--- src/rtl/exposure_timer_pkg.sv ---
// Shared types and default configuration for the exposure timer.
package exposure_timer_pkg;

    typedef enum logic [1:0] {
        IDLE  = 2'd0,
        COUNT = 2'd1,
        DONE  = 2'd2
    } state_e;

    localparam int EXP_MIN_DEFAULT        = 2;
    localparam int EXP_MAX_DEFAULT        = 30;
    localparam int EXP_RESET_DEFAULT      = 15;
    localparam int TICKS_PER_UNIT_DEFAULT = 1000;

endpackage

--- src/rtl/exposure_timer_if.sv ---
// Control/status bundle between the exposure FSM and the exposure timer.
interface exposure_timer_if #(
    parameter int EXP_W = 5
);
    import exposure_timer_pkg::*;

    logic             Expose;
    logic             Exp_increase;
    logic             Exp_decrease;
    logic             Ovf5;
    logic             Busy;
    logic [EXP_W-1:0] Exp_value;

    // Controller side: drives exposure level and buttons, observes status.
    modport master (
        output Expose, Exp_increase, Exp_decrease,
        input  Ovf5, Busy, Exp_value
    );

    // Timer side.
    modport slave (
        input  Expose, Exp_increase, Exp_decrease,
        output Ovf5, Busy, Exp_value
    );
endinterface

--- src/rtl/exposure_timer_btn_pulse.sv ---
// Button conditioner: 2-flop synchronizer, then a one-shot press pulse.
// With EXPOSURE_TIMER_DEBOUNCE_EN defined the synchronized level must stay
// high DEB_CYCLES cycles before the pulse fires (latency 2 + DEB_CYCLES);
// otherwise every synchronized rising edge is a press (latency 3).
module btn_pulse
    import exposure_timer_pkg::*;
#(
    parameter int DEB_CYCLES = 4
) (
    input  logic clk,
    input  logic rst,
    input  logic btn,
    output logic press
);
`ifdef EXPOSURE_TIMER_DEBOUNCE_EN
    localparam int DEB_N = DEB_CYCLES;
`else
    // One stable sample is enough; the counter degenerates to an edge flop.
    localparam int DEB_N = 1 + 0 * DEB_CYCLES;
`endif
    localparam int CNT_W = $clog2(DEB_N + 1);

    logic             sync1_q, sync2_q;
    logic [CNT_W-1:0] cnt_q, cnt_d;

    // High-run counter, saturating so one high period gives one pulse.
    always_comb begin
        cnt_d = '0;
        if (sync2_q)
            cnt_d = (cnt_q == CNT_W'(DEB_N)) ? cnt_q : cnt_q + CNT_W'(1);
    end

    assign press = sync2_q && (cnt_q == CNT_W'(DEB_N - 1));

    // Synchronizer and run counter.
    always_ff @(posedge clk or posedge rst) begin
        if (rst) begin
            sync1_q <= 1'b0;
            sync2_q <= 1'b0;
            cnt_q   <= '0;
        end else begin
            sync1_q <= btn;
            sync2_q <= sync1_q;
            cnt_q   <= cnt_d;
        end
    end
endmodule

--- src/rtl/exposure_timer.sv ---
// Exposure timer: holds the programmable exposure value, times the exposure
// window while Expose is high and emits a one-cycle Ovf5 at its end.
// Optional button debounce: EXPOSURE_TIMER_DEBOUNCE_EN.
module exposure_timer
    import exposure_timer_pkg::*;
#(
    parameter int EXP_W          = 5,
    parameter int EXP_MIN        = EXP_MIN_DEFAULT,
    parameter int EXP_MAX        = EXP_MAX_DEFAULT,
    parameter int EXP_RESET      = EXP_RESET_DEFAULT,
    parameter int TICKS_PER_UNIT = TICKS_PER_UNIT_DEFAULT,
    parameter int TICK_W         = 10,
    parameter int DEB_CYCLES     = 4
) (
    input  logic              Clk,
    input  logic              Reset,
    exposure_timer_if.slave   bus
);
    logic inc_press, dec_press;

    btn_pulse #(.DEB_CYCLES(DEB_CYCLES)) u_inc (
        .clk(Clk), .rst(Reset), .btn(bus.Exp_increase), .press(inc_press)
    );
    btn_pulse #(.DEB_CYCLES(DEB_CYCLES)) u_dec (
        .clk(Clk), .rst(Reset), .btn(bus.Exp_decrease), .press(dec_press)
    );

    state_e            state_q, state_d;
    logic [EXP_W-1:0]  exp_value_q, exp_value_d;
    logic [EXP_W-1:0]  remaining_q, remaining_d;
    logic [TICK_W-1:0] prescaler_q, prescaler_d;
    logic              expose_d_q, expose_d_d;
    logic              ovf5_q, ovf5_d;
    logic              busy_q, busy_d;
    logic              start, wrap;

    assign start = bus.Expose & ~expose_d_q;
    assign wrap  = (prescaler_q == TICK_W'(TICKS_PER_UNIT - 1));

    // Next-state logic: value adjust in IDLE, unit countdown in COUNT.
    always_comb begin
        state_d     = state_q;
        exp_value_d = exp_value_q;
        remaining_d = remaining_q;
        prescaler_d = prescaler_q;
        expose_d_d  = bus.Expose;
        ovf5_d      = 1'b0;
        busy_d      = busy_q;
        case (state_q)
            IDLE: begin
                if (start) begin
                    // A press coinciding with start is dropped.
                    state_d     = COUNT;
                    remaining_d = exp_value_q;
                    prescaler_d = '0;
                    busy_d      = 1'b1;
                end else if (inc_press && !dec_press) begin
                    if (exp_value_q < EXP_W'(EXP_MAX))
                        exp_value_d = exp_value_q + EXP_W'(1);
                end else if (dec_press && !inc_press) begin
                    if (exp_value_q > EXP_W'(EXP_MIN))
                        exp_value_d = exp_value_q - EXP_W'(1);
                end
            end
            COUNT: begin
                if (!bus.Expose) begin
                    // Abort: no Ovf5, counters cleared.
                    state_d     = IDLE;
                    remaining_d = '0;
                    prescaler_d = '0;
                    busy_d      = 1'b0;
                end else if (wrap) begin
                    prescaler_d = '0;
                    if (remaining_q == EXP_W'(1)) begin
                        ovf5_d      = 1'b1;
                        remaining_d = '0;
                        state_d     = DONE;
                    end else begin
                        remaining_d = remaining_q - EXP_W'(1);
                    end
                end else begin
                    prescaler_d = prescaler_q + TICK_W'(1);
                end
            end
            DONE: begin
                if (!bus.Expose) begin
                    state_d = IDLE;
                    busy_d  = 1'b0;
                end
            end
            default: begin
                state_d = IDLE;
                busy_d  = 1'b0;
            end
        endcase
    end

    // State, counters and registered outputs.
    always_ff @(posedge Clk or posedge Reset) begin
        if (Reset) begin
            state_q     <= IDLE;
            exp_value_q <= EXP_W'(EXP_RESET);
            remaining_q <= '0;
            prescaler_q <= '0;
            expose_d_q  <= 1'b0;
            ovf5_q      <= 1'b0;
            busy_q      <= 1'b0;
        end else begin
            state_q     <= state_d;
            exp_value_q <= exp_value_d;
            remaining_q <= remaining_d;
            prescaler_q <= prescaler_d;
            expose_d_q  <= expose_d_d;
            ovf5_q      <= ovf5_d;
            busy_q      <= busy_d;
        end
    end

    assign bus.Ovf5      = ovf5_q;
    assign bus.Busy      = busy_q;
    assign bus.Exp_value = exp_value_q;
endmodule

--- src/flat_wrapper.sv ---
// flat-port wrapper written by rule: the top's interface ports become plain ports
module exposure_timer_flat import exposure_timer_pkg::*;
#(
    parameter int EXP_W          = 5,
    parameter int EXP_MIN        = EXP_MIN_DEFAULT,
    parameter int EXP_MAX        = EXP_MAX_DEFAULT,
    parameter int EXP_RESET      = EXP_RESET_DEFAULT,
    parameter int TICKS_PER_UNIT = TICKS_PER_UNIT_DEFAULT,
    parameter int TICK_W         = 10,
    parameter int DEB_CYCLES     = 4
)
  (Clk, Reset, bus_Expose, bus_Exp_increase, bus_Exp_decrease, bus_Ovf5, bus_Busy, bus_Exp_value);
  exposure_timer_if #(.EXP_W(EXP_W)) bus_i ();
  input  logic Clk;
  input  logic Reset;
  input wire logic [$bits(bus_i.Expose)-1:0] bus_Expose;
  input wire logic [$bits(bus_i.Exp_increase)-1:0] bus_Exp_increase;
  input wire logic [$bits(bus_i.Exp_decrease)-1:0] bus_Exp_decrease;
  output wire logic [$bits(bus_i.Ovf5)-1:0] bus_Ovf5;
  output wire logic [$bits(bus_i.Busy)-1:0] bus_Busy;
  output wire logic [$bits(bus_i.Exp_value)-1:0] bus_Exp_value;
  assign bus_i.Expose = bus_Expose;
  assign bus_i.Exp_increase = bus_Exp_increase;
  assign bus_i.Exp_decrease = bus_Exp_decrease;
  assign bus_Ovf5 = bus_i.Ovf5;
  assign bus_Busy = bus_i.Busy;
  assign bus_Exp_value = bus_i.Exp_value;
  exposure_timer #(.EXP_W(EXP_W), .EXP_MIN(EXP_MIN), .EXP_MAX(EXP_MAX), .EXP_RESET(EXP_RESET), .TICKS_PER_UNIT(TICKS_PER_UNIT), .TICK_W(TICK_W), .DEB_CYCLES(DEB_CYCLES)) u_core (.Clk(Clk), .Reset(Reset), .bus(bus_i));
endmodule
--- config.mk ---
export PLATFORM = sky130hd
export DESIGN_NAME = exposure_timer_flat
export DESIGN_NICKNAME = d
export VERILOG_FILES = /design/src/rtl/exposure_timer_pkg.sv /design/src/rtl/exposure_timer_if.sv /design/src/rtl/exposure_timer_btn_pulse.sv /design/src/rtl/exposure_timer.sv /design/src/flat_wrapper.sv
export SDC_FILE = /design/constraint.sdc
export NUM_CORES = 1
export LEC_CHECK = 0
export CAP_MARGIN = 40
export CORE_MARGIN = 3
export CORE_UTILIZATION = 34
export DETAILED_ROUTE_END_ITERATION = 12
export SYNTH_ARGS = -nofsm -noshare
export SYNTH_HDL_FRONTEND = slang
export SYNTH_HIERARCHICAL = 1
export SYNTH_SLANG_ARGS = --single-unit
--- constraint.sdc ---
create_clock -name Clk -period 3.25 [get_ports Clk]
set_input_delay 0.65 -clock Clk [delete_from_list [all_inputs] [get_ports Clk]]
set_output_delay 0.65 -clock Clk [all_outputs]
set_load 0.05 [all_outputs]
# Word-level counts from Yosys, hierarchy flattened
# Index checks and enable logic that the tools add are counted.
# word_totals
word_cells,82
rom_bits,0
latch_bits,0
n_memories,0
ramBits,0
reg_bits,31
output_inout_bits,7
in_bits,5
# op_classes
n_div,0
mul,0
n_shift,0
addsub,6
bitwise,5
muxes,30
reduce_logical,16
order_cmp,2
eq_ne,10
# op_table
cell,count
$mux W5,8
$mux W10,3
$pmux W10 S2,1
$add A10 B1 Y10 const B,1
$eq A10 B10 Y1 const B,1
$mux W1,10
$mux W2,5
$pmux W5 S2,1
$sub A5 B1 Y5 const B,2
$ne A2 B2 Y1 const B,3
$ne A3 B2 Y1 const B,2
$pmux W2 S3,1
$reduce_bool A2 Y1,3
$add A5 B1 Y5 const B,1
$eq A5 B1 Y1 const B,1
$gt A5 B2 Y1 const B,1
$lt A5 B5 Y1 const B,1
$reduce_and A5 Y1,1
$logic_and A1 B1 Y1,4
$not A1 Y1,4
$reduce_and A2 Y1,2
$reduce_and A4 Y1,1
$reduce_and A3 Y1,1
$add A1 B1 Y1 const B,2
other kinds (8),9

# Logic depth before layout (Yosys ltp)
# depth
ltp_word,6
depth_mapped,9
mapped_depth_nobuf,9

# Cells and area by module
# Netlist, hierarchy kept.
# by_module_without_submodules
module,instances,cells_per_inst,seq_area_each_um2,area_each_um2
exposure_timer,1,155,630.6,1514.0
btn_pulse,2,5,75.1,92.6

# Worst setup path after synthesis
# OpenSTA, ideal clock, no wires.
# synth_path
kind,register -> register
startpoint,"register u_core.exp_value_q[1], in the netlist u_core/bus.Exp_value[1]"
endpoint,"register u_core.exp_value_q[1], in the netlist u_core/bus.Exp_value[1]"
setup_ns,0.085
slack_ns,1.355
synth_period_minus_slack_ns,1.895
path_stages_with_launch,5
required_ns,3.165
arrival_time_ns,1.810
n_path_buf,0
path_cell_list,dfstp_2 nand2_1 a2111oi_2 nand2_1 mux2_1
# synth_via
elab_chain_len,4
# synth_rtl
item,line,source
start: declaration,exposure_timer.sv:29,"logic [EXP_W-1:0] exp_value_q, exp_value_d;"
start signal: assignment,exposure_timer.sv:102,exp_value_q <= EXP_W'(EXP_RESET);
start signal: assignment,exposure_timer.sv:110,exp_value_q <= exp_value_d;
$sub A5 B1 Y5,exposure_timer.sv:62,exp_value_d = exp_value_q - EXP_W'(1);
$mux W5,exposure_timer.sv:61,if (exp_value_q > EXP_W'(EXP_MIN))
$mux W5,exposure_timer.sv:60,end else if (dec_press && !inc_press) begin
$mux W5,exposure_timer.sv:57,end else if (inc_press && !dec_press) begin
# Several ways; a longest one is shown, not always the timed one. The select of a mux whose other input is x is not followed.
# A chain may end at the register's enable or synchronous reset.

# Worst setup path after layout
# layout_path
startpoint,"register u_core.exp_value_q[1], in the netlist u_core/bus.Exp_value[1]"
endpoint,output port bus_Exp_value[1]
# layout_lines
item,line,source
end: declaration,flat_wrapper.sv:21,output wire logic [$bits(bus_i.Exp_value)-1:0] bus_Exp_value;
# No word-level cell between the ends.

==> impl_metrics.json <==
{
  "met3_usage_pct": 3.64,
  "syn_area_per_cell_um2": 10.3,
  "critPathRequiredTime_ns": 2.60,
  "first_global_vias": 1247,
  "met1_usage_pct": 17.6,
  "setup_tns_ns": 0,
  "synth-xor-area-share_pct": 3.61,
  "status": "completed",
  "fp.dieH_um": 76.7,
  "endpoint_kind": "output pin",
  "period_needed_ns": 2.37,
  "leakagePower_nw": 0.818,
  "setup_violations": 0,
  "min_path_cells": 0,
  "yosysUniqueCellTypes": 47,
  "crit_arrival_ns": 1.72,
  "multi_input_area_um2": 845,
  "regArea_um2": 781,
  "first_iter_violations": 50,
  "setup_slack_ns": 0.881,
  "mappedNetlistNets": 181,
  "cts.sinks": 31,
  "vias": 1287,
  "gp_congestion": 0.834,
  "rows": 25,
  "crit_fanout": 7,
  "drv_slew": 0,
  "fmax_mhz": 422,
  "synth_fa_ha_area_share_pct": 8.54,
  "maxSlewHeadroom_pct": 61.4,
  "die_x_um": 76.7,
  "hpwlAfterDp_mm": 2.38,
  "synth-compound-area-share_pct": 16.3,
  "postLayoutCoreUtil_pct": 41.6,
  "ctsHoldBuffers": 0,
  "clock_skew_ns": 0.00372,
  "fillCellCount": 465,
  "drc": 0,
  "slowest_stage": "clkdlybuf4s50_1",
  "final_hold_viol_count": 0,
  "ios": 12,
  "cts_tree": "built",
  "synth-simple-area-share_pct": 19.4,
  "ys_ff_latch": 31,
  "port_buffers": 11,
  "grt-ovfl-total": 0,
  "antenna_found_initial": 0,
  "htree_levels": 2,
  "worst_path_largest_cell_delay_ns": 0.83,
  "core_um2": 4790,
  "cp_top_family": "buffers and inverters",
  "cts_buffer_depth": 2,
  "cp-start-kind": "flip-flop",
  "detail-route-antenna-nets": 0,
  "stdcell_area_um2": 1990,
  "numCtsBuffers": 5,
  "grt_max_degree": 16,
  "syn_area_um2": 1700,
  "hold-worst-slack_ns": 0.349,
  "r2r_cells": 6,
  "cts_root_buffer": "clkbuf_8",
  "routed_wl_mm": 3.17,
  "routed_via_density": 5.13,
  "initial_core_util_pct": 35.5,
  "diodes": 0,
  "synth_warnings": 6,
  "dr.pass1.iters": 4,
  "pre_cts_ws_ns": 0.726,
  "cp_cell_sequence": "clkdlybuf4s50_1",
  "ys_async_sr_fraction_pct": 100,
  "synth_edf_count": 0,
  "drive_gt1_share_pct": 11.4,
  "dp.cells": 243,
  "grt_pass1_wl_mm": 5.84,
  "drv_cap": 0,
  "crit_buf_inv": 1,
  "top_usage_layer": "met1",
  "fin_nets": 199,
  "synthMuxAreaShare_pct": 1.91,
  "cp.depth": 1,
  "fin_crit_sh_pct": 72.9,
  "wire_per_inst_um": 12.6,
  "clkSlewWorstSetupHoldPaths_ns": 0.06,
  "synth-main-ff-cell": "dfrtp_1",
  "hold_class": "reg2reg",
  "synth_top_family_by_area": "simple AND/OR/NAND/NOR gates",
  "ir_worst_vdd_mv": 0.308,
  "track_usage_pct": 12.2,
  "worstMarginPinSlew_ns": 0.578,
  "place_area_um2": 1910,
  "clock_latency_ns": 0.28,
  "cts_setup_buffers": 0,
  "synthCells": 165,
  "grt_util_met2_pct": 16.6,
  "p_total_mw": 1.63,
  "cts_resized": 0,
  "critPathKind": "reg2out",
  "die_area_um2": 5880,
  "layoutNonFillerInstCount": 251,
  "p_per_area_nw_per_um2": 820,
  "ys_seq_area_share_pct": 45.9,
  "areaGrowthSynthToFinish_pct": 17.1,
  "grt_setup_unrepaired": "no"
}
==> worst register-to-register path, delay by kind of cell, from the launching register on <==
kind / cells / cell delay, ns
AOI/OAI and AO/OA: 1 / 0.13
DFF: 1 / 0.34
buffers and inverters: 1 / 0.07
and+or+nand+nor: 3 / 1.12
adders and majority gates: 1 / 0.26
==> layout by cell type, fill, tap and decap left out, types with 3 or more instances in the layout <==
cell type	instances
dfrtp_1	27
inv_1	16
clkdlybuf4s50_1	11
a21oi_1	11
ha_1	10
o21ai_0	9
nor2_1	9
xnor2_1	7
nand2_1	6
nand3_1	6
clkbuf_8	5
o31ai_1	5
nand4_1	4
nor3b_1	4
dfstp_2	4
clkbuf_1	3
a21o_1	3
nor3_1	3
==> registers in the layout, summed over array words and instances, names as in the netlist, 2 cells and up <==
signal / count
u_core/remaining_q: 5
u_core/bus.Exp_value: 5
u_core/state_q: 2
u_core/prescaler_q: 10
==> metal layers <==
layer,vias up,share of wire [%]
met5,-,0
met1,620,51
met2,22,42
li1,636,-
met3,9,3.4
met4,0,2.7
==> where the power goes <==
part	internal (mW)	switching [mW]
registers	0.494	0.115
logic	0.296	0.447
clock network	0.152	0.127
==> kinds of logic (layout without fill, tap and decap cells) <==
logic type	after synthesis	after routing
adder cells (fa/ha/maj)	11	11
buffers and inverters	19	38
XOR/XNOR	7	7
multiplexers	3	3
flip-flops	31	31
AO/OA/AOI/OAI	42	42
AND/OR/NAND/NOR	52	52
==> worst paths after layout <==
check                      slack, ns                                   to                                 from
max                             0.88                     bus_Exp_value[1]  u_core/bus.Exp_value[1]$_DFFE_PP1P_
min                             0.35       u_core/u_dec/sync2_q$_DFF_PP0_       u_core/u_dec/sync1_q$_DFF_PP0_
max reg2reg                     1.25    u_core/prescaler_q[8]$_DFFE_PP0P_        u_core/state_q[0]$_DFFE_PP0P_
min reg2reg                     0.35       u_core/u_dec/sync2_q$_DFF_PP0_       u_core/u_dec/sync1_q$_DFF_PP0_
max in group asynchronous       1.82  u_core/bus.Exp_value[1]$_DFFE_PP1P_                                Reset
min in group asynchronous       0.59       u_core/u_inc/sync1_q$_DFF_PP0_                                Reset
==> final cells by class <==
type	instances	area share (%)
Inverter	16	3.02
Timing Repair Buffer	14	7.04
Multi-Input combinational cell	115	42.5
Clock buffer	8	4.03
Sequential cell	31	39.2
Tap cell	67	4.21
==> cells in the mapped netlist (all sizes together), types with 2 or more instances <==
library cell / n / area share [%]
dfrtp: 27 / 40
inv: 16 / 3.5
a21oi: 12 / 3.8
ha: 10 / 7.4
nor2: 9 / 2.0
o21ai: 9 / 2.7
xnor2: 7 / 3.6
nand2: 6 / 1.3
nand3: 6 / 1.8
o31ai: 5 / 2.2
dfstp: 4 / 6.2
nand4: 4 / 1.5
nor3b: 4 / 1.8
a21o: 3 / 1.3
nand3b: 3 / 1.5
nor2b: 3 / 2.0
nor3: 3 / 0.88
or4: 3 / 1.5
a2111oi: 2 / 1.4
a22oi: 2 / 0.88
a31oi: 2 / 0.74
a32oi: 2 / 1.0
and3: 2 / 0.74
clkbuf: 2 / 0.51
mux2: 2 / 1.3
nor4: 2 / 0.74
No activity file was read; power rests on OpenSTA's default activity.
